**src/rtl/read_burst_planner_if.sv**
```systemverilog
// Burst descriptor handshake and completion channel between the read planner
// and the AXI read master.
interface read_burst_planner_if #(
  parameter int LSIZE = 9
);
  logic             req_valid;
  logic             req_ready;
  logic [LSIZE-1:0] req_len;
  logic             req_eol;
  logic             req_eof;
  logic             burst_done;

  modport master (
    output req_valid, req_len, req_eol, req_eof,
    input  req_ready, burst_done
  );

  modport slave (
    input  req_valid, req_len, req_eol, req_eof,
    output req_ready, burst_done
  );
endinterface

```
**src/rtl/read_burst_planner.sv**
```systemverilog
// VDMA read-side burst planner: turns frame geometry into full/tail burst
// descriptors, throttles outstanding bursts and reports frame completion.
module read_burst_planner #(
  parameter int NOR_BURST_LEN   = 200,
  parameter     MODE            = "ONCE",
  parameter int AXI_DSIZE       = 256,
  parameter int DSIZE           = 24,
  parameter int LSIZE           = 9,
  parameter int MAX_OUTSTANDING = 4
) (
  input  logic        clock,
  input  logic        rst_n,
  input  logic [15:0] vactive,
  input  logic [15:0] hactive,
  input  logic        fsync,
  read_burst_planner_if.master req,
  output logic [3:0]  outstanding,
  output logic        busy,
  output logic        frame_done,
  output logic        err
);

  localparam bit LINE_MODE = (MODE == "LINE");
  localparam int AXI_SHIFT = $clog2(AXI_DSIZE);

  typedef enum logic [1:0] {IDLE, CALC, ISSUE, DRAIN} state_t;

  state_t      state;
  logic [1:0]  calc_cnt;
  logic [15:0] hact_s;
  logic [15:0] vact_s;
  logic [39:0] bits_p0;
  logic [31:0] beats_p1;
  logic [31:0] nfull_p2;
  logic [31:0] tail_p2;
  logic [31:0] burst_idx;
  logic [15:0] unit_idx;
  logic [31:0] bursts_per_unit;
  logic [15:0] units;
  logic        last_burst;
  logic        last_unit;
  logic        accept;

  // Round a bit count up to whole AXI beats.
  function automatic logic [31:0] ceil_beats(input logic [39:0] bits);
    logic [39:0] sum;
    sum = bits + 40'(AXI_DSIZE - 1);
    return 32'(sum >> AXI_SHIFT);
  endfunction

  // Outstanding counter step; a completion with nothing in flight saturates at zero.
  function automatic logic [3:0] next_outstanding(input logic [3:0] cur,
                                                  input logic inc,
                                                  input logic dec);
    logic [3:0] nxt;
    case ({inc, dec})
      2'b10:   nxt = cur + 4'd1;
      2'b01:   nxt = (cur == 4'd0) ? 4'd0 : cur - 4'd1;
      default: nxt = cur;
    endcase
    return nxt;
  endfunction

  assign units           = LINE_MODE ? vact_s : 16'd1;
  assign bursts_per_unit = nfull_p2 + {31'd0, (tail_p2 != 32'd0)};
  assign last_burst      = (burst_idx == bursts_per_unit - 32'd1);
  assign last_unit       = (unit_idx == units - 16'd1);

  assign req.req_valid = (state == ISSUE) && (outstanding < 4'(MAX_OUTSTANDING));
  assign accept        = req.req_valid && req.req_ready;
  assign req.req_len   = (state != ISSUE) ? '0 :
                         (last_burst && tail_p2 != 32'd0) ? LSIZE'(tail_p2) :
                         LSIZE'(NOR_BURST_LEN);
  assign req.req_eol   = (state == ISSUE) && last_burst;
  assign req.req_eof   = req.req_eol && last_unit;
  assign busy          = (state != IDLE);

  // Geometry sample, then p0 multiply -> p1 ceil to beats -> p2 div/mod.
  // Free-running; the geometry only moves on fsync so results hold during ISSUE.
  always_ff @(posedge clock) begin
    if (fsync) begin
      hact_s <= hactive;
      vact_s <= vactive;
    end
    bits_p0  <= LINE_MODE ? 40'(hact_s) * 40'(DSIZE)
                          : 40'(hact_s) * 40'(vact_s) * 40'(DSIZE);
    beats_p1 <= ceil_beats(bits_p0);
    nfull_p2 <= beats_p1 / 32'(NOR_BURST_LEN);
    tail_p2  <= beats_p1 % 32'(NOR_BURST_LEN);
  end

  always_ff @(posedge clock) begin
    if (!rst_n) begin
      state       <= IDLE;
      calc_cnt    <= 2'd0;
      burst_idx   <= 32'd0;
      unit_idx    <= 16'd0;
      outstanding <= 4'd0;
      frame_done  <= 1'b0;
      err         <= 1'b0;
    end else begin
      frame_done  <= 1'b0;
      outstanding <= next_outstanding(outstanding, accept, req.burst_done);

      if (fsync)
        err <= 1'b0;
      else if (req.burst_done && outstanding == 4'd0)
        err <= 1'b1;

      // fsync restarts from any state; in-flight bursts keep draining the counter.
      if (fsync) begin
        state     <= CALC;
        calc_cnt  <= 2'd0;
        burst_idx <= 32'd0;
        unit_idx  <= 16'd0;
      end else begin
        case (state)
          CALC: begin
            if (calc_cnt == 2'd2)
              state <= (beats_p1 == 32'd0 || units == 16'd0) ? DRAIN : ISSUE;
            else
              calc_cnt <= calc_cnt + 2'd1;
          end
          ISSUE: begin
            if (accept) begin
              if (last_burst) begin
                burst_idx <= 32'd0;
                if (last_unit)
                  state <= DRAIN;
                else
                  unit_idx <= unit_idx + 16'd1;
              end else begin
                burst_idx <= burst_idx + 32'd1;
              end
            end
          end
          DRAIN: begin
            if (outstanding == 4'd0) begin
              state      <= IDLE;
              frame_done <= 1'b1;
            end
          end
          default: ;
        endcase
      end
    end
  end

endmodule
```
**src/flat_wrapper.sv**
```systemverilog
// flat-port wrapper written by rule: the top's interface ports become plain ports
module read_burst_planner_flat 
#(
  parameter int NOR_BURST_LEN   = 200,
  parameter     MODE            = "    ",
  parameter int AXI_DSIZE       = 256,
  parameter int DSIZE           = 24,
  parameter int LSIZE           = 9,
  parameter int MAX_OUTSTANDING = 4
)
  (clock, rst_n, vactive, hactive, fsync, outstanding, busy, frame_done, err, req_req_valid, req_req_len, req_req_eol, req_req_eof, req_req_ready, req_burst_done);
  read_burst_planner_if #(.LSIZE(LSIZE)) req_i ();
  input  logic clock;
  input  logic rst_n;
  input  logic [15:0] vactive;
  input  logic [15:0] hactive;
  input  logic fsync;
  output logic [3:0] outstanding;
  output logic busy;
  output logic frame_done;
  output logic err;
  output wire logic [$bits(req_i.req_valid)-1:0] req_req_valid;
  output wire logic [$bits(req_i.req_len)-1:0] req_req_len;
  output wire logic [$bits(req_i.req_eol)-1:0] req_req_eol;
  output wire logic [$bits(req_i.req_eof)-1:0] req_req_eof;
  input wire logic [$bits(req_i.req_ready)-1:0] req_req_ready;
  input wire logic [$bits(req_i.burst_done)-1:0] req_burst_done;
  assign req_req_valid = req_i.req_valid;
  assign req_req_len = req_i.req_len;
  assign req_req_eol = req_i.req_eol;
  assign req_req_eof = req_i.req_eof;
  assign req_i.req_ready = req_req_ready;
  assign req_i.burst_done = req_burst_done;
  read_burst_planner #(.NOR_BURST_LEN(NOR_BURST_LEN), .MODE(MODE), .AXI_DSIZE(AXI_DSIZE), .DSIZE(DSIZE), .LSIZE(LSIZE), .MAX_OUTSTANDING(MAX_OUTSTANDING)) u_core (.clock(clock), .rst_n(rst_n), .vactive(vactive), .hactive(hactive), .fsync(fsync), .req(req_i), .outstanding(outstanding), .busy(busy), .frame_done(frame_done), .err(err));
endmodule
```
**config.mk**
```make
export PLATFORM = sky130hd
export DESIGN_NAME = read_burst_planner_flat
export DESIGN_NICKNAME = d
export VERILOG_FILES = /design/src/rtl/read_burst_planner_if.sv /design/src/rtl/read_burst_planner.sv /design/src/flat_wrapper.sv
export SDC_FILE = /design/constraint.sdc
export NUM_CORES = 1
export LEC_CHECK = 0
export CAP_MARGIN = 20
export CORE_ASPECT_RATIO = 0.7
export CORE_MARGIN = 1
export CORE_UTILIZATION = 45
export DETAILED_ROUTE_END_ITERATION = 8
export PLACE_DENSITY_LB_ADDON = 0.1
export SETUP_SLACK_MARGIN = 0.1
export SLEW_MARGIN = 15
export SYNTH_ARGS = -nofsm -noshare
export SYNTH_HDL_FRONTEND = slang
export SYNTH_SLANG_ARGS = --single-unit
```
**constraint.sdc**
```tcl
create_clock -name clock -period 16.95 [get_ports clock]
set_input_delay 1.695 -clock clock [delete_from_list [all_inputs] [get_ports clock]]
set_output_delay 1.695 -clock clock [all_outputs]
set_load 0.01 [all_outputs]
```
* Yosys cells after proc, flatten, opt, wreduce, memory -nomap -nowiden
Cells that the tools add are included.
Word-level totals: input port bits 37, output and inout bits 19, word-level logic and storage cells 84, register bits after elaboration 220
Operators by class: add/sub/neg operators 8, order comparisons 1, reductions and logical operators 21, div/mod/pow operators 2, eq/ne operators 18, muxes and demuxes 14, multipliers 2, bitwise gates (word level) 4
Operators by type and width (number):
- 37-bit by 8-bit adder with 38-bit output (second input constant) | 1
- 32-bit by 2-bit multiplier with 34-bit output (second input constant) | 1
- 32-bit by 1-bit adder with 32-bit output | 1
- 32-bit by 1-bit adder with 32-bit output (second input constant) | 1
- 32-bit by 8-bit divider with 32-bit output (second input constant) | 1
- 32-bit == test | 1
- 32-bit logical NOT | 1
- 32-bit by 8-bit remainder unit with 32-bit output (second input constant) | 1
- 16-bit by 16-bit multiplier with 32-bit output | 1
- 32-bit two-way mux | 1
- 32-bit nonzero test | 1
- 32-bit by 1-bit subtractor with 32-bit output (second input constant) | 1
- 9-bit two-way mux | 2
- 16-bit by 1-bit adder with 16-bit output (second input constant) | 1
- 16-bit logical NOT | 1
- 3-bit by 2-bit != test with 1-bit output (second input constant) | 5
- 6-bit AND reduction | 2
- 2-bit two-way mux | 5
- 2-bit by 1-bit != test with 1-bit output (second input constant) | 5
- 2-bit == test (second input constant) | 4
- 4-bit one-hot mux with 2 select lines | 1
- 1-bit logical AND | 6
- 2-bit one-hot mux with 3 select lines | 1
- 4-bit by 1-bit adder with 4-bit output (second input constant) | 1
- 16 further kinds | 24

* Longest topological paths before layout
Gate-level depths: netlist of the first run.
word-level depth 8, gate-level depth with buffers 60, gate-level depth less buffers 51

* Worst setup path after synthesis of the first run
Ideal clock, no wire load.
path type reg-to-reg, start point register u_core.beats_p1[27], end point register u_core.tail_p2[5], arrival 13282 ps, clock period less this slack 13406 ps, setup time 123 ps, path slack 3544 ps, path buffers 6, required time 16827 ps, stages on the path, launching flop included 53, cell sequence dfxtp_1 -> buf_2 -> o211a_1 -> a211oi_2 -> o211ai_2 -> a221o_1 -> and2_1 -> buf_6 -> a21oi_4 -> mux2i_1 -> o221ai_1 -> o21a_1 -> a21o_1 -> or4_4 -> buf_6 -> o211a_4 -> o22ai_4 -> mux2i_1 -> [17 not listed] -> buf_2 -> a31oi_4 -> mux2i_1 -> o21ai_0 -> a32o_1 -> a311o_1 -> a211oi_2 -> nor2_1 -> a221o_1 -> and3_1 -> and2_1 -> or4_1 -> buf_2 -> o311ai_4 -> o211ai_2 -> a2111oi_1 -> nor2_1 -> xnor2_1
Between the ends: longest elaborated chain between the ends 1
RTL lines:
- start, declared | line read_burst_planner.sv:33 | logic [31:0] beats_p1;
- start signal, assigned | line read_burst_planner.sv:87 | beats_p1 <= ceil_beats(bits_p0);
- 32-bit by 8-bit remainder unit with 32-bit output | line read_burst_planner.sv:89 | tail_p2 <= beats_p1 % 32'(NOR_BURST_LEN);
- end signal, assigned | line read_burst_planner.sv:89
- end, declared | line read_burst_planner.sv:35 | logic [31:0] tail_p2;
Every way passes these cells. A chain may end at the register's enable or synchronous reset.

* Final worst setup path of the first run
start point register u_core.beats_p1[24], end point register u_core.tail_p2[5]
The elaborated chain is that of the path after synthesis.

==> flow_metrics.env, run 1 <==
export IMPL_drt_iter0_drc=1533
export IMPL_grt_max_degree=34
export IMPL_max_freq_mhz=63.7
export IMPL_synth_edff_count=32
export IMPL_path_common_cell="and3_1"
export IMPL_slowest_stage="or4_1"
export IMPL_antenna_cells=0
export IMPL_ios=56
export IMPL_rows=67
export IMPL_yosys_warnings=0
export IMPL_clkLatencyLatePin_ns=0.56
export IMPL_reg2reg_to="u_core.tail_p2[5]$_DFF_P_"
export IMPL_syn_to_final_growth_pct=9.21
export IMPL_numPortBuffers=55
export IMPL_critPathLaunchType="register"
export IMPL_mappedNetlistArea_sq_um=22000
export IMPL_maxSlewHeadroom_pct=33.5
export IMPL_synthCells=2569
export IMPL_viasPerCell=5.51
export IMPL_finalCriticalPeriod_ns=15.71
export IMPL_path_clk_slew_ns=0.06
export IMPL_synth_seq_cells=209
export IMPL_numCtsBuffers=25
export IMPL_die_h_um=187
export IMPL_critical_path_required_ns=17.39
export IMPL_worstHoldPathType="reg -> reg"
export IMPL_tns_ns=0
export IMPL_max_slew_worst_pin_slew_ns=0.984
export IMPL_final_area_sq_um=24000
export IMPL_synth_xor_area_share_pct=6.96
export IMPL_gr_total_overflow=0
export IMPL_layout_drive_gt1_share_pct=5.64
export IMPL_placed_area_sq_um=23100
export IMPL_ys_seq_area_share_pct=20.5
export IMPL_reg2reg_depth=47
export IMPL_hpwl_mm=42.0
export IMPL_synth_compound_area_share_pct=18.1
export IMPL_coreArea_sq_um=48000
export IMPL_syn_avg_cell_area_sq_um=8.57
export IMPL_min_from="u_core.bits_p0[22]$_DFF_P_"
export IMPL_cts_max_path_buffers=3
export IMPL_cts_tree="built"
export IMPL_htree_num_levels=1
export IMPL_min_delay_worst_endpoint="u_core.beats_p1[14]$_DFF_P_"
export IMPL_finClkSkew_ns=0.0195
export IMPL_rsz0062_at_grt="false"
export IMPL_drc=0
export IMPL_first_pass_iters=6
export IMPL_hold_path_depth=1
export IMPL_synth_fa_ha_area_share_pct=26.2
export IMPL_setup_viol=0
export IMPL_worstPathArrival_ns=16.15
export IMPL_rrSetupSlack_ns=1.24
export IMPL_die_w_um=266
export IMPL_synth_simple_area_share_pct=19.2
export IMPL_critPathMaxFanout=17
export IMPL_fin_crit_sh_pct=92.7
export IMPL_grt_pass1_wl_mm=89.3
export IMPL_grt_total_usage_pct=21.6
export IMPL_post_synth_mux_area_share_pct=1.72
export IMPL_synth_top_family_by_area="adder cells"
export IMPL_async_reset_ff_share_pct=0
export IMPL_cpPeakStageDelay_ns=0.69
export IMPL_cp_end_kind="register"
export IMPL_wirelength_mm=53.4
export IMPL_detail_route_wl_per_cell_um=16.4
export IMPL_outcome="complete, no violations"
export IMPL_grt_pass1_vias=17300
export IMPL_maxSlewViolCount=0
export IMPL_cts_root_buf="clkbuf_16"
export IMPL_timing_rr_start="u_core.beats_p1[24]$_DFF_P_"
export IMPL_yosys_most_used_dff="dfxtp_1"
export IMPL_antenna_found_initial=2
export IMPL_timing_hold_violations_final=0
export IMPL_cts_sinks=209
export IMPL_detail_route_antenna_nets=0
export IMPL_vias=18000
export IMPL_cts_hold_buffers_added=0
export IMPL_dieArea_sq_um=49800
export IMPL_start_util_pct=45.8
export IMPL_nets=2965
export IMPL_yosysUniqueCellTypes=121
export IMPL_gp_congestion=0.931
export IMPL_drv_cap=0
export IMPL_critPathKind="reg -> reg"
what timing repair did:
| item | in CTS | in global routing |
|---|---|---|
| gates resized for setup | 0 | 6 |
| setup buffers | 0 | 2 |
| setup endpoints to repair | 0 | 6 |
kinds of logic (layout without fill, tap and decap cells):
group           after synthesis  count (layout)
compound gates              548             548
xor+xnor                    174             174
fa+ha+maj                   345             345
buf+inv                     409             423
flops                       209             209
mux                          35              35
other cells                   1              24
simple gates                848             848
layer usage:
layer	vias up	global-route usage, %	share of wire, %
li1	8822	-	-
met1	8498	33.7	51
met2	586	31.1	40
met3	60	3.70	7.6
met4	0	3.80	1.6
met5	-	0	0
cell type report:
class,instances,area (sq um)
Clock buffer,33,736
Clock inverter,13,171
Fill cell,4548,24000
Inverter,311,1170
Multi-Input combinational cell,1974,16000
Sequential cell,209,4510
Tap cell,655,820
Timing Repair Buffer,66,626
how the worst max path moves through the flow:
stage / startpoint / slack [ns] / to / cells past startpoint
floorplan: u_core.beats_p1[27]$_DFF_P_ / 3.54 / u_core.tail_p2[5]$_DFF_P_ / 52
global placement: u_core.beats_p1[29]$_DFF_P_ / 1.54 / u_core.tail_p2[5]$_DFF_P_ / 46
detailed placement: u_core.beats_p1[29]$_DFF_P_ / 1.00 / u_core.tail_p2[5]$_DFF_P_ / 46
CTS: u_core.beats_p1[29]$_DFF_P_ / 0.98 / u_core.tail_p2[5]$_DFF_P_ / 46
global route: u_core.beats_p1[24]$_DFF_P_ / 0.15 / u_core.tail_p2[5]$_DFF_P_ / 46
finish: u_core.beats_p1[24]$_DFF_P_ / 1.24 / u_core.tail_p2[5]$_DFF_P_ / 47
worst max-delay path: cells and delay by family (launching register included):
family / cells / cell delay [ns]
xor+xnor: 1 / 0.13
flops: 1 / 0.68
simple gates: 16 / 5.43
buf+inv: 1 / 0.20
compound gates: 25 / 7.43
mux: 4 / 1.68
stage by stage:
stage,utilization [%],hold WS [ns],std cells,worst slack [ns]
after global routing,50.1,0.438,3261,0.151
after global placement,48.1,0.425,3212,1.54
after CTS,50.0,0.442,3258,0.984
after detailed placement,48.1,0.425,3212,1.00
final,50.1,0.430,3261,1.24
after floorplan,-,0.332,2592,3.54
registers in the layout, summed over array words and instances, names as in the netlist:
register            count
u_core.beats_p1        30
u_core.bits_p0         34
u_core.burst_idx       32
u_core.calc_cnt         2
u_core.err              1
u_core.frame_done       1
u_core.hact_s          16
u_core.nfull_p2        23
u_core.outstanding      4
u_core.state            2
u_core.tail_p2         32
u_core.unit_idx        16
u_core.vact_s          16
synth_stat cells (all sizes together), types with 30 or more instances:
cell type	number	area, sq um
inv	309	1160
nand2	270	1020
fa	195	3900
dfxtp	177	3540
nor2	160	601
ha	146	1830
a21oi	129	668
and2	115	719
xnor2	101	892
o21ai	85	437
xor2	73	639
clkbuf	72	270
nand3	58	295
nor3	51	265
o21bai	48	364
edfxtp	32	961
nor4	30	203
placed cells by master, fill, tap and decap left out, types with 32 or more instances in the layout:
cell type | Yosys | routed
inv_1 | 304 | 304
nand2_1 | 269 | 269
fa_1 | 195 | 195
dfxtp_1 | 177 | 173
nor2_1 | 160 | 160
ha_1 | 146 | 146
a21oi_1 | 125 | 125
and2_1 | 115 | 115
xnor2_1 | 100 | 100
xor2_1 | 73 | 73
o21ai_0 | 70 | 70
nand3_1 | 57 | 57
clkdlybuf4s50_1 | 0 | 54
nor3_1 | 49 | 49
o21bai_1 | 47 | 46
edfxtp_1 | 32 | 32
Power of run 1 is left out: the tool's default activity adds up to more than one toggle a clock period on the data nets, which glitch-free logic cannot reach.
==> run 2, diff against run 1 <==
Settings changed: CELL_PAD_IN_SITES_DETAIL_PLACEMENT from default to 1, CELL_PAD_IN_SITES_GLOBAL_PLACEMENT from default to 1.
==> run 2 against run 1 <==
Against the previous run: hold slack got worse by 0.0069 ns; via count grew 3.2%; non-clock buffer count unchanged; critical path type unchanged; highest routed layer unchanged.
==> flow_metrics.env, run 2 (synthesis results as in run 1) <==
export IMPL_vias=18500
export IMPL_clkLatencyLatePin_ns=0.56
export IMPL_path_common_cell="and3_1"
export IMPL_drt_iter0_drc=1170
export IMPL_cts_root_buf="clkbuf_16"
export IMPL_cpPeakStageDelay_ns=0.70
export IMPL_top_regs="u_core.bits_p0: 34 flops, u_core.burst_idx: 32 flops, u_core.tail_p2: 32 flops"
export IMPL_wirelength_mm=61.5
export IMPL_finalCriticalPeriod_ns=15.99
export IMPL_gp_congestion=0.915
export IMPL_slowest_stage="or4_1"
export IMPL_start_util_pct=45.8
export IMPL_htree_num_levels=1
export IMPL_outcome="complete, no violations"
export IMPL_drv_cap=0
export IMPL_top_register="u_core.bits_p0"
export IMPL_setup_viol=0
export IMPL_max_slew_worst_pin_slew_ns=0.901
export IMPL_grt_pass1_vias=19300
export IMPL_cts_hold_buffers_added=0
export IMPL_gr_total_overflow=0
export IMPL_critPathKind="reg -> reg"
export IMPL_grt_pass1_wl_mm=103
export IMPL_numCtsBuffers=25
export IMPL_antenna_found_initial=1
export IMPL_rows=67
export IMPL_coreArea_sq_um=48000
export IMPL_maxSlewHeadroom_pct=39.9
export IMPL_numPortBuffers=55
export IMPL_worstPathArrival_ns=16.44
export IMPL_layout_drive_gt1_share_pct=5.80
export IMPL_tns_ns=0
export IMPL_rsz0062_at_grt="false"
export IMPL_path_clk_slew_ns=0.07
export IMPL_min_from="u_core.bits_p0[36]$_DFF_P_"
export IMPL_dieArea_sq_um=49800
export IMPL_critical_path_required_ns=17.40
export IMPL_ios=56
export IMPL_timing_rr_start="u_core.beats_p1[29]$_DFF_P_"
export IMPL_grt_max_degree=34
export IMPL_nets=2965
export IMPL_maxSlewViolCount=0
export IMPL_die_w_um=266
export IMPL_finClkSkew_ns=0.0160
export IMPL_detail_route_antenna_nets=0
export IMPL_max_freq_mhz=62.5
export IMPL_critPathLaunchType="register"
export IMPL_viasPerCell=5.69
export IMPL_cts_sinks=209
export IMPL_first_pass_iters=5
export IMPL_layout_common_cells="304 x inv_1, 269 x nand2_1, 195 x fa_1"
export IMPL_worstHoldPathType="reg -> reg"
export IMPL_critPathMaxFanout=26
export IMPL_cts_max_path_buffers=3
export IMPL_layout_commonest_cell="inv_1"
export IMPL_largest_reg_flops=34
export IMPL_cp_end_kind="register"
export IMPL_detail_route_wl_per_cell_um=18.9
export IMPL_hpwl_mm=48.5
export IMPL_fin_crit_sh_pct=94.4
export IMPL_antenna_cells=0
export IMPL_syn_to_final_growth_pct=8.86
export IMPL_drc=0
export IMPL_cts_tree="built"
export IMPL_worstSetupStartpoint="u_core.beats_p1[29]$_DFF_P_"
export IMPL_die_h_um=187
export IMPL_timing_hold_violations_final=0
export IMPL_grt_total_usage_pct=25.1
==> run 2: cell count changes in the layout (fill, tap and decap cells not counted), sizes merged <==
cell      previous run  this run
clkinvlp             1         5
inv                313       314
clkbuf              33        29
bufinv               2         1
clkinv               8         7
==> run 2: final timing paths <==
check / end / slack (ns) / cells after the start
max: u_core.tail_p2[5]$_DFF_P_ / 0.96 / 48
min: u_core.beats_p1[28]$_DFF_P_ / 0.42 / 1
max reg2reg: u_core.tail_p2[5]$_DFF_P_ / 0.96 / 48
min reg2reg: u_core.beats_p1[28]$_DFF_P_ / 0.42 / 1
==> run 2: per-stage QoR <==
| step | instance area [sq um] | cells | util [%] | hold slack [ns] | setup WS (ns) |
|---|---|---|---|---|---|
| 6_report | 24000 | 3260 | 49.9 | 0.423 | 0.955 |
| 3_5_place_dp | 23100 | 3211 | 48.1 | 0.428 | 0.608 |
| 3_3_place_gp | 23100 | 3211 | 48.1 | 0.425 | 1.33 |
| 4_1_cts | 23900 | 3256 | 49.8 | 0.432 | 0.539 |
| 5_1_grt | 24000 | 3260 | 49.9 | 0.451 | 0.135 |
| 2_1_floorplan | 22100 | 2592 | - | 0.332 | 3.54 |
==> run 2: layer usage <==
metal | routed length [um] | share of wire (%) | vias to the layer above | GRT usage [%]
met4 | 861 | 1.4 | 0 | 3.51
met5 | 0 | 0 | - | 0
li1 | - | - | 8819 | -
met3 | 3640 | 5.9 | 61 | 4.28
met2 | 26000 | 42 | 410 | 37.8
met1 | 31000 | 50 | 9252 | 38.2
==> run 2: final cells by class <==
type	instances	area, sq um
clock buffers	29	651
flip-flops and latches	209	4510
clock inverters	16	151
inverters	311	1170
well taps	655	820
repair buffers	66	628
fillers	5647	24100
multi-input cells	1974	16000
==> run 2: critical path, delay by kind of cell (launching register included) <==
family	cells	cell delay (ns)
xor+xnor	2	0.40
simple gates	15	5.21
buf+inv	2	0.30
compound gates	25	7.66
flops	1	0.62
mux	4	1.65
==> run 2: what timing repair did <==
| action | in CTS | in global routing |
|---|---|---|
| resized for setup | 0 | 17 |
| endpoints found under the setup margin | 0 | 6 |
| setup buffers | 0 | 4 |
Power of run 2 is left out for the same reason.
